[src/rtl/handshake_sync_rx.sv]
// -----------------------------------------------------------------------------
// handshake_sync_rx
//
// Receive side of a 4-phase req/ack clock-domain crossing. The foreign request
// (req_in) is brought into the clk domain through a SYNC_STAGES-deep flop
// chain. Once the synchronized request (req_s) is seen, the word on data_in is
// captured. data_in itself is never synchronized: the sender holds it stable
// while req_in is high, and it is only sampled in the cycle qualified by req_s.
// The captured word is offered downstream with a valid/ready handshake. Once
// it is accepted, ack_out is raised to the sender and held until req_s drops.
//
// Ports
//   clk      in   receive-domain clock
//   rst_n    in   asynchronous active-low reset
//   ena      in   allows a new transfer to start (gates IDLE -> OFFER only)
//   req_in   in   4-phase request from the foreign domain (asynchronous)
//   data_in  in   [N-1:0] foreign data, stable while req_in is high
//   rdy_in   in   downstream ready
//   data_out out  [N-1:0] captured word
//   vld_out  out  data_out is valid and offered downstream
//   ack_out  out  4-phase acknowledge to the sender (registered)
//   busy     out  high whenever the FSM is not in IDLE
//   err      out  sticky flag: sender withdrew req before the word was taken
//   xfer_cnt out  [7:0] completed-transfer count, wraps modulo 256
// -----------------------------------------------------------------------------
module handshake_sync_rx #(
    parameter int N           = 8,
    parameter int SYNC_STAGES = 2
) (
    input  logic         clk,
    input  logic         rst_n,
    input  logic         ena,
    input  logic         req_in,
    input  logic [N-1:0] data_in,
    input  logic         rdy_in,
    output logic [N-1:0] data_out,
    output logic         vld_out,
    output logic         ack_out,
    output logic         busy,
    output logic         err,
    output logic [7:0]   xfer_cnt
);

    typedef enum logic [1:0] {
        IDLE  = 2'd0,
        OFFER = 2'd1,
        ACK   = 2'd2
    } state_t;

    state_t               state;
    state_t               state_nxt;
    logic [SYNC_STAGES-1:0] sync_q;
    logic                 req_s;
    logic [N-1:0]         data_nxt;
    logic                 vld_nxt;
    logic                 ack_nxt;
    logic                 err_nxt;
    logic [7:0]           cnt_nxt;

    // Synchronizer: bit 0 is the metastability-catching flop; the last bit is
    // the only form of req_in that the rest of the logic is allowed to see.
    always_ff @(posedge clk or negedge rst_n) begin
        if (!rst_n) begin
            sync_q <= '0;
        end else begin
            sync_q <= {sync_q[SYNC_STAGES-2:0], req_in};
        end
    end

    assign req_s = sync_q[SYNC_STAGES-1];

    // State and registered outputs. ack_out comes straight from a flop so the
    // sender never sees a combinational glitch on it.
    always_ff @(posedge clk or negedge rst_n) begin
        if (!rst_n) begin
            state    <= IDLE;
            data_out <= '0;
            vld_out  <= 1'b0;
            ack_out  <= 1'b0;
            err      <= 1'b0;
            xfer_cnt <= 8'd0;
        end else begin
            state    <= state_nxt;
            data_out <= data_nxt;
            vld_out  <= vld_nxt;
            ack_out  <= ack_nxt;
            err      <= err_nxt;
            xfer_cnt <= cnt_nxt;
        end
    end

    always_comb begin
        state_nxt = state;
        data_nxt  = data_out;
        vld_nxt   = vld_out;
        ack_nxt   = ack_out;
        err_nxt   = err;
        cnt_nxt   = xfer_cnt;
        case (state)
            IDLE: begin
                // data_in is only trusted once req_s confirms the sender's
                // request has settled in this domain.
                if (ena && req_s) begin
                    data_nxt  = data_in;
                    vld_nxt   = 1'b1;
                    state_nxt = OFFER;
                end
            end
            OFFER: begin
                // A withdrawn request wins over a simultaneous accept: the
                // sender has already given up, so acknowledging would be wrong.
                if (!req_s) begin
                    err_nxt   = 1'b1;
                    vld_nxt   = 1'b0;
                    state_nxt = IDLE;
                end else if (rdy_in) begin
                    vld_nxt   = 1'b0;
                    ack_nxt   = 1'b1;
                    cnt_nxt   = xfer_cnt + 8'd1;
                    state_nxt = ACK;
                end
            end
            ACK: begin
                if (!req_s) begin
                    ack_nxt   = 1'b0;
                    state_nxt = IDLE;
                end
            end
            default: begin
                vld_nxt   = 1'b0;
                ack_nxt   = 1'b0;
                state_nxt = IDLE;
            end
        endcase
    end

    assign busy = (state != IDLE);

endmodule

[config.mk]
export PLATFORM = sky130hd
export DESIGN_NAME = handshake_sync_rx
export DESIGN_NICKNAME = d
export VERILOG_FILES = /design/src/rtl/handshake_sync_rx.sv
export SDC_FILE = /design/constraint.sdc
export NUM_CORES = 1
export LEC_CHECK = 0
export BUFFER_PORTS_ARGS = -buffer_cell sky130_fd_sc_hd__clkbuf_2
export CORE_MARGIN = 2
export CORE_UTILIZATION = 50
export CTS_BUF_LIST = sky130_fd_sc_hd__clkbuf_4 sky130_fd_sc_hd__clkbuf_8
export DETAILED_ROUTE_END_ITERATION = 6
export PLACE_DENSITY = 0.8
export SYNTH_ARGS = -nofsm -noshare
export SYNTH_HDL_FRONTEND = slang
export SYNTH_SLANG_ARGS = --single-unit
[constraint.sdc]
create_clock -name clk -period 1.9 [get_ports clk]
set_input_delay 0.095 -clock clk [delete_from_list [all_inputs] [get_ports clk]]
set_output_delay 0.095 -clock clk [all_outputs]
set_load 0.02 [all_outputs]
# Yosys cells after proc, flatten, opt, wreduce, memory -nomap -nowiden
# Cells that the tools add are included.
# classes
multipliers	0
n_lt_le_gt_ge	0
div_mod_pow	0
addsub	1
eq_ne	7
mux	13
reduce_logical	9
shifts	0
bitwise_logic	3
# ops
op	count
3-bit AND reduction	3
8-bit by 1-bit adder with 8-bit output, second input constant	1
2-bit 2-to-1 mux	4
2-bit != test, second input constant	4
1-bit 2-to-1 mux	6
1-bit one-hot mux with 3 select lines	2
2-bit one-hot mux with 3 select lines	1
2-bit AND reduction	2
4-bit AND reduction	1
3-bit != test, second input constant	1
1-bit NOT	3
2-bit by 1-bit equality test with 1-bit output, second input constant	1
2-bit equality test, second input constant	1
2-bit zero test	1
2-bit nonzero test	1
1-bit logical AND	1
# word_totals
regBits	23
mem_bits_rw	0
output_inout_bits	20
memories	0
latchBits	0
romBits	0

# Depth between registers and ports, before layout
# Gate-level depths: netlist of the first run.
# logic_depth
word_depth	3
mapped_depth	4
mapped_depth_nobuf	4

# Least setup slack after synthesis of the first run
# Ideal clock, no wire load.
# synth_path
path_type	flip-flop to flip-flop
start	register sync_q[1]
end	register data_out[0]
setup_time_ns	0.125
arrival_ns	1.334
path_stages_with_launch	4
path_slack_ns	0.441
cell_sequence	dfrtp_1 > inv_1 > nor4b_4 > mux2_2
# synth_between
elab_chain_len	2
# synth_lines
item	line_no	source
from (decl)	52	logic [SYNC_STAGES-1:0] sync_q;
from (signal assigned)	66	sync_q <= {sync_q[SYNC_STAGES-2:0], req_in};
1-bit logical AND	103	if (ena && req_s) begin
2-bit AND reduction (no line)	--	
to (signal assigned)	84	data_out <= data_nxt;
to (decl)	36	output logic [N-1:0] data_out,
# Every way passes these cells.
# A chain may end at the register's enable or synchronous reset.

# Worst setup path after layout of the first run
# layout_path
start	register sync_q[1]
end	register data_out[6]
# Same word-level chain as after synthesis.

==> results.txt, run 1 <==
- CP Data Required Time: ~2.1 ns
* Drt initial violations: 11
- Nets: 123
- The run finished with clean final reports.
- X dimension of the die: 47.4 um
- The via count of the first global-routing pass came to ~580.
- Mean number of vias per cell: 4.94
- Across the run, the number of max-cap violations was 0.
- Clock latency on the worst-skew pair, taken at its later pin, is 0.30 ns.
* Biggest area contributors in the synthesized netlist: sky130_fd_sc_hd__dfrtp_1 (61%), sky130_fd_sc_hd__mux2_2 (11%), sky130_fd_sc_hd__xor2_1 (5.6%), sky130_fd_sc_hd__nor4b_4 (2.5%), sky130_fd_sc_hd__nand3_1 (2.1%)
- Relative to the synthesized area, the layout overhead comes to 24.8%.
* Fmax: about 0.6 GHz
* Number of clock sinks seen by CTS: 23
* Cell count of the worst hold path: 2
- Share of the yosys chip area belonging to registers: 61.1%
- The tree is rooted in a sky130_fd_sc_hd__clkbuf_4.
* Total I/O pin count: 33
- In this run the standard cell core region covers about 0.0017 mm2.
- Post-synth EDFFs: 0
- Setup slack on the critical path of the routed design comes to 0.270 ns.
- Yosys top cell by area: sky130_fd_sc_hd__dfrtp_1
- In this run, synthesis produced a sequential element count of 23.
* Largest clock skew in the final design: 0.00650 ns
- Counting buffers and inverters, the worst setup path is 3 cells deep.
- The critical path is of the reg2reg type.
- The number of hold-slack violations in the final timing report came to 0.
* Final number of max-transition violations: 0
- Post-detailed-route count of antenna-violating nets: 0
* Final cell count without fillers: approximately 130
- Share of flip-flops with an asynchronous set or reset: 100%
* Logic depth of the worst register-to-register path: 3
- At the worst endpoint, the arrival time is 1.83 ns.
- Count of input and output buffers: 32
* Cell count after synthesis: 71
- Delay of the slowest cell on the worst path: 0.53 ns
- The worst path needs 1.63 ns of the cycle, external delays included.
- H-tree depth: 1
- Slowest cell on crit path: sky130_fd_sc_hd__nor4b_4
- Wires add up to 1.62 mm.
- Vertical extent of the die: roughly 47 um
- Period Utilization, post-route: 85.8%
* Share of cells above drive strength 1: 45.4%
- TritonCTS built the clock tree.
* Mapped Nets: 85
- Final antenna diode count: 0
- Counting the buffers created by CTS gives 3.
- Pre-antenna DRT Iters: 4
- Via total after detailed routing: 657
* Power density over the cells: 1070 mW/mm2
- By instance count, the leading cell after synthesis is sky130_fd_sc_hd__dfrtp_1.
* Critical path capture point type: flop
- The floorplan has 15 rows.
* Routed length on met2: about 700 um
- For this run, the leading register cell type out of synthesis is sky130_fd_sc_hd__dfrtp_1.
- Detailed-route wire length per cell: between 10 and 15 um
- Worst path buffer plus inverter count: 1
* Kind of cell adding the most delay to the critical path: simple AND/OR/NAND/NOR gates
* Setup repair after global routing missed its margin: false
- After synthesis, the largest area contributor takes up 61.1% of total cell area.
- Total power: 1.25 mW
* Per-instance average area after synthesis: between 10 and 15 um2
* Placed cells: 127
- Wire length of the first global-routing pass: 2.58 mm
- After detailed routing, the wire length on met1 is roughly 800 um.
* Headroom to the max-slew limit: 63.5%
* Number of distinct library cells after synthesis: 23
* Worst Hold Class: in2reg
* Pin count of the biggest net entering global routing: 24
- Buffer count from post-CTS setup fixing: 0
- The commonest cells after synthesis are sky130_fd_sc_hd__dfrtp_1 (23), sky130_fd_sc_hd__mux2_2 (9), sky130_fd_sc_hd__xor2_1 (6).
- STA classifies the critical path startpoint as a flop.
* List of cells traversed by the critical path: inv_1 > nor4b_4 > mux2_2
- Prior to clock tree synthesis, the placed netlist has a worst setup slack of 0.278 ns.
* Final setup violating endpoints: 0
* Top routing layer in use: met4
- In this run the static leakage power is roughly 0.60 nW.
* Initial Util: between 50% and 60%
- Buffer levels on the longest clock path: 2
- Across the VDD grid, the largest voltage drop is 0.738 mV.
* DRC: 0
- Summed over all nets, wire length on met3 after detailed routing comes to 80 um.
- Synthesized cell area: 942 um2
- At the end of routability-driven placement, the weighted congestion stood at 0.735.
- Yosys printed 0 warnings.
- Combined global-route utilization of all metal layers: ~17%
- Summed over all failing endpoints, the final setup total negative slack is 0 ns.
* Antenna violations before repair: 0
- Detailed placer's ending HPWL: 1.16 mm
* Die Area: approximately 0.0022 mm2
- Clock slew seen by the registers of the worst setup and hold paths: 0.11 ns
- The tightest hold path in the finished design has a slack of about 0.016 ns.
- GRT overflow: 0
- At the pin with the least slew margin, the transition time is 0.547 ns.
- Of all nets on the critical path, the largest fanout is 8.
-- report_power, final --
part	switching, mW	leakage, nW	internal (mW)
clock network	0.135	0.0184	0.0962
logic	0.209	0.306	0.151
registers	0.0831	0.280	0.579
total	0.427	0.604	0.826
-- registers in the layout, indices dropped and copies added, names as in the netlist --
| name | flops |
|---|---|
| state | 2 |
| sync_q | 2 |
| err | 1 |
| data_out | 8 |
| xfer_cnt | 8 |
| ack_out | 1 |
| vld_out | 1 |
-- cell usage in the layout, fill, tap and decap left out, types with 3 or more instances in the layout --
cell type,synthesis,layout
sky130_fd_sc_hd__nand3_1,4,4
sky130_fd_sc_hd__dfrtp_1,23,23
sky130_fd_sc_hd__inv_1,4,4
sky130_fd_sc_hd__nor2_1,4,4
sky130_fd_sc_hd__clkbuf_2,0,32
sky130_fd_sc_hd__clkbuf_4,0,4
sky130_fd_sc_hd__mux2_2,9,9
sky130_fd_sc_hd__nand2_1,3,3
sky130_fd_sc_hd__xor2_1,6,6
-- per-layer routing --
layer / GRT usage, % / vias up
met3: 4.53 / 4
met2: 24.1 / 21
met1: 24.0 / 312
met4: 10.0 / 0
li1: - / 320
met5: 0 / -
-- cells by family (layout without fill, tap and decap cells) --
logic type / count (synthesis) / in the layout / share of synthesized area, %
flip-flops: 23 / 23 / 61.1
XOR/XNOR: 7 / 7 / 6.51
AO/OA/AOI/OAI: 7 / 7 / 5.05
buffers and inverters: 5 / 42 / 2.39
AND/OR/NAND/NOR: 19 / 19 / 12.9
adder cells (fa/ha/maj): 1 / 1 / 1.33
multiplexers: 9 / 9 / 10.8
-- repair_timing --
action                                 in CTS  in global routing
endpoints found under the hold margin      24                  0
resized for setup                           0                  0
hold buffers                                2                  0
-- cell type report --
type	count	area (um2)
Clock buffer	4	30.0
Fill cell	146	569
Inverter	4	15.0
Multi-Input combinational cell	43	344
Sequential cell	23	576
Tap cell	25	31.3
Timing Repair Buffer	34	180
-- worst paths after layout --
check	startpoint	end	slack [ns]
min	data_in[5]	data_out[5]	0.02
min in group asynchronous	rst_n	xfer_cnt[2]	0.30
max	sync_q[1]	data_out[6]	0.27
max in group asynchronous	rst_n	xfer_cnt[0]	1.24
max reg2reg	sync_q[1]	data_out[6]	0.27
min reg2reg	sync_q[0]	sync_q[1]	0.36
-- metrics by stage --
step,utilization [%],cell area (um2)
floorplan,-,942
global placement,64.5,1130
detailed placement,64.5,1130
CTS,67.4,1180
global route,67.4,1180
finish,67.4,1180
No activity file was read; power rests on OpenSTA's default activity.
==> run 2, diff against run 1 <==
--- a/config.mk
+++ b/config.mk
@@ -5,12 +5,13 @@
 export SDC_FILE = /design/constraint.sdc
 export NUM_CORES = 1
 export LEC_CHECK = 0
+export ABC_AREA = 1
 export BUFFER_PORTS_ARGS = -buffer_cell sky130_fd_sc_hd__clkbuf_2
 export CORE_MARGIN = 2
 export CORE_UTILIZATION = 50
 export CTS_BUF_LIST = sky130_fd_sc_hd__clkbuf_4 sky130_fd_sc_hd__clkbuf_8
 export DETAILED_ROUTE_END_ITERATION = 6
-export PLACE_DENSITY = 0.8
+export PLACE_DENSITY = 0.78
 export SYNTH_ARGS = -nofsm -noshare
 export SYNTH_HDL_FRONTEND = slang
 export SYNTH_SLANG_ARGS = --single-unit
==> results.txt, run 2 <==
* Run status: finished, final reports clean
* Pre-antenna DRT Iters: 4 (unchanged)
- Compared with the post-synthesis result, the final layout area differs by 24.7%.
- WP depth: 4 (+1)
* Final worst slack: 0.568 ns (+0.297 ns)
- Logic gate share of total power: 29.9% (+1.1 points)
* Share of flip-flops with an asynchronous set or reset: 100% (unchanged)
* Most common cell after layout, fill and taps aside: sky130_fd_sc_hd__nand2_1
* DRC: 0 (unchanged)
- The worst setup path is launched from a flop.
- Post-synth EDFFs: 0 (unchanged)
* Clock slew seen by the registers of the worst setup and hold paths: 0.12 ns (about the same)
- The maximum operating frequency is 0.751 GHz (+22%).
- The post-synth net total was 128 (+51%).
- The pin count of the biggest net entering global routing came to 24 (unchanged).
- The sequential fraction of design power was 52.5% (-0.3 points).
* GRT overflow: 0 (unchanged)
- The total net switching power is 0.446 mW (+4.4%).
* Startpoint of the most critical hold path: data_in[5]
- The final period demand of the worst path is 1.33 ns (-0.297 ns).
- Clock latency of the later-clocked register in the worst-skew pair: 0.30 ns (about the same)
- The post-detailed-placement half-perimeter wirelength was 1.32 mm (+14%).
- Final number of max-transition violations: 0 (unchanged)
- The leakage power of the design came to 0.720 nW (+19%).
* Worst path buffer plus inverter count: 0 (-1)
- In this design, the largest share of critical-path delay is due to simple AND/OR/NAND/NOR gates.
- TritonCTS Buffers: 3 (unchanged)
- Share of cells above drive strength 1: 31.2% (-14 points)
* Combined global-route utilization of all metal layers: 16.1% (-1.1 points)
- The initial antenna violation count came to 0 (unchanged).
- The total of endpoints with negative setup slack in the final report is 0 (unchanged).
* Headroom to the max-slew limit: 63.8% (+0.21 points)
- Routed wire length: 1.75 mm (+7.5%)
- The largest registers in the layout are data_out: 8 flops, xfer_cnt: 8 flops.
* Minimum setup slack among reg-to-reg paths: 0.57 ns (+0.30 ns)
- The die width was 49.8 um (+5.1%).
- Number of distinct library cells after synthesis: 19 (-17%)
- Setup Crit Path Kind: reg2reg
* List of cells traversed by the critical path: nor2_1 > nand3_2 > nand2_1 > o21ai_2
- GPL Wtd Cong: 0.777 (+5.8%)
- Yosys top cell by area: sky130_fd_sc_hd__dfrtp_1
- H-tree depth: 1 (unchanged)
- Post-detailed-route count of antenna-violating nets: 0 (unchanged)
- Final antenna diode count: 0 (unchanged)
- The final worst-path cycle share is 70.1% (-16 points).
- Root buffer cell: sky130_fd_sc_hd__clkbuf_4
- The full die area came to 0.00248 mm2 (+10%).
- The fraction of power spent switching nets is 36.1% (+2.0 points).
- Largest clock skew in the final design: 0.00322 ns (-0.00328 ns)
- Critical R2R Launch: state[0]
- Power density over the cells: 945 mW/mm2 (-11%)
* CP Data Required Time: 2.09 ns (about the same)
- The DRC violation total after the first TritonRoute iteration is 11 (unchanged).
* Detailed-route wire length per cell: 9.65 um (-21%)
- The synthesized flop and latch total was 23 (unchanged).
* Fraction of synthesized cell area taken by the top area cell type: 54.8% (-6.3 points)
* CORE AREA: 0.00196 mm2 (+12%)
- Initial Util: 53.5% (-0.47 points)
- Standard-cell row count: 16 (+1)
* Worst setup path end: data_out[7]
* Slowest cell on crit path: sky130_fd_sc_hd__dfrtp_1
- Top post-synthesis cells by count: sky130_fd_sc_hd__nand2_1 (40), sky130_fd_sc_hd__dfrtp_1 (23), sky130_fd_sc_hd__inv_1 (16), sky130_fd_sc_hd__o21ai_2 (8), sky130_fd_sc_hd__nor2_1 (6)
- The count of nets after finishing is 169 (+37%).
* Per-instance average area after synthesis: 9.21 um2 (-31%)
- The total number of clock tree sinks was 23 (unchanged).
* Count of input and output buffers: 32 (unchanged)
- Buffer levels on the longest clock path: 2 (unchanged)
- Critical path capture point type: flop
- Clock tree from TritonCTS: done
* Via total after detailed routing: 851 (+30%)
- The number of hold-slack violations in the final timing report is 0 (unchanged).
- Worst Hold Class: in2reg
- Worst slack after detailed placement: 0.561 ns (+0.283 ns)
- Reported max-cap violation count: 0 (unchanged)
- Top library cells by usage in the layout, fill and taps aside: sky130_fd_sc_hd__nand2_1 (40), sky130_fd_sc_hd__clkbuf_2 (32), sky130_fd_sc_hd__dfrtp_1 (23)
- Primary flip-flop cell chosen by synthesis mapping: sky130_fd_sc_hd__dfrtp_1
- Synthesized cell area: 0.00105 mm2 (+11%)
- Sorting the synthesized cells by area gives the leading types as sky130_fd_sc_hd__dfrtp_1 (55%), sky130_fd_sc_hd__nand2_1 (14%), sky130_fd_sc_hd__o21ai_2 (6.7%), sky130_fd_sc_hd__inv_1 (5.7%), sky130_fd_sc_hd__nand3b_1 (2.9%).
- YS warnings: 0 (unchanged)
- The slew at the pin closest to its max-slew limit came to 0.544 ns (-0.00310 ns).
- The post-route setup TNS was 0 ns (unchanged).
- Internal cell power: 0.791 mW (-4.3%)
- Total I/O pin count: 33 (unchanged)
* Logic depth of the worst register-to-register path: 4 (+1)
- Data arrival time of the critical path: 1.53 ns (-0.30 ns)
- Worst-path maximum fanout: 18 (+10)
- Mean number of vias per cell: 4.70 (-4.8%)
- Clk network pwr share: 17.6% (-0.8 points)
- Maximum vdd ir drop: 0.582 mV (-21%)
- Share of the yosys chip area belonging to registers: 54.8% (-6.3 points)
- By instance count, the leading cell after synthesis is sky130_fd_sc_hd__nand2_1.
- The y dimension of the die came to 49.8 um (+5.1%).
* Via count of the first global-routing pass: 740 (+27%)
- The critical path starts at state[0].
* Setup repair after global routing missed its margin: false
- Cell count after synthesis: 114 (+61%)
- The biggest cell delay along the critical path was 0.43 ns (-0.10 ns).
- The first-pass GRT wire length is 3.06 mm (+18%).
- In this run the critical register-to-register path is captured at data_out[7].
## run 2: cell type report
| class | instances | area [um2] |
|---|---|---|
| tap | 27 | 33.8 |
| inverter | 16 | 60.1 |
| sequential | 23 | 576 |
| timing repair buffer | 38 | 220 |
| multi-input combinational | 73 | 392 |
| clock buffer | 3 | 22.5 |
| clock inverter | 1 | 5.00 |
| fill | 175 | 653 |
## run 2: worst min path at each step
| stage | to | cells after the start | slack [ns] |
|---|---|---|---|
| floorplan | ack_out | 0 | -0.20 |
| global placement | xfer_cnt[4] | 1 | 0.11 |
| detailed placement | xfer_cnt[5] | 1 | 0.11 |
| CTS | data_out[5] | 3 | 0.0002 |
| global route | data_out[2] | 3 | 0.005 |
| finish | data_out[5] | 3 | 0.003 |
## run 2: cells by family after synthesis
logic type                 synth area share, %
and+or+nand+nor                           24.0
DFF                                       54.8
buffers and inverters                     7.87
AOI/OAI and AO/OA                         9.77
xor gates and xnor gates                  2.38
adders and majority gates                 1.19
## run 2: timing repair
action,in CTS,in global routing
setup buffers,0,0
hold buffers,4,2
hold endpoints to repair,26,2
gates resized for setup,0,0
## run 2: power groups by stage
stage               Clock, mW  Combinational (mW)  Sequential, mW
CTS                     0.224               0.373           0.650
floorplan                   0               0.154           0.743
global route            0.248               0.416           0.665
finish                  0.217               0.370           0.650
detailed placement          0               0.366           0.660
global placement            0               0.359           0.657
## run 2: per-stage QoR
step / hold WS [ns] / util [%] / cell area (um2) / instances / total power, mW
detailed placement: 0.111 / 62.2 / 1220 / 171 / 1.03
global placement: 0.107 / 62.2 / 1220 / 171 / 1.02
floorplan: -0.201 / - / 1050 / 114 / 0.897
finish: 0.00302 / 66.7 / 1310 / 181 / 1.24
global route: 0.00509 / 66.7 / 1310 / 181 / 1.33
CTS: 0.000166 / 65.7 / 1290 / 179 / 1.25
## run 2: layer usage
layer  vias to the layer above  wire length, um  GRT usage [%]
li1                        431                -              -
met1                       392              750           21.6
met2                        24              867           24.2
met3                         4              102           4.55
met4                         0               25           6.94
met5                         -                0              0
## run 2: worst reg2reg max path, stage by stage, from the launching register on
cell                      delay, ns
sky130_fd_sc_hd__dfrtp_1       0.43
sky130_fd_sc_hd__nor2_1        0.18
sky130_fd_sc_hd__nand3_2       0.35
sky130_fd_sc_hd__nand2_1       0.20
sky130_fd_sc_hd__o21ai_2       0.07
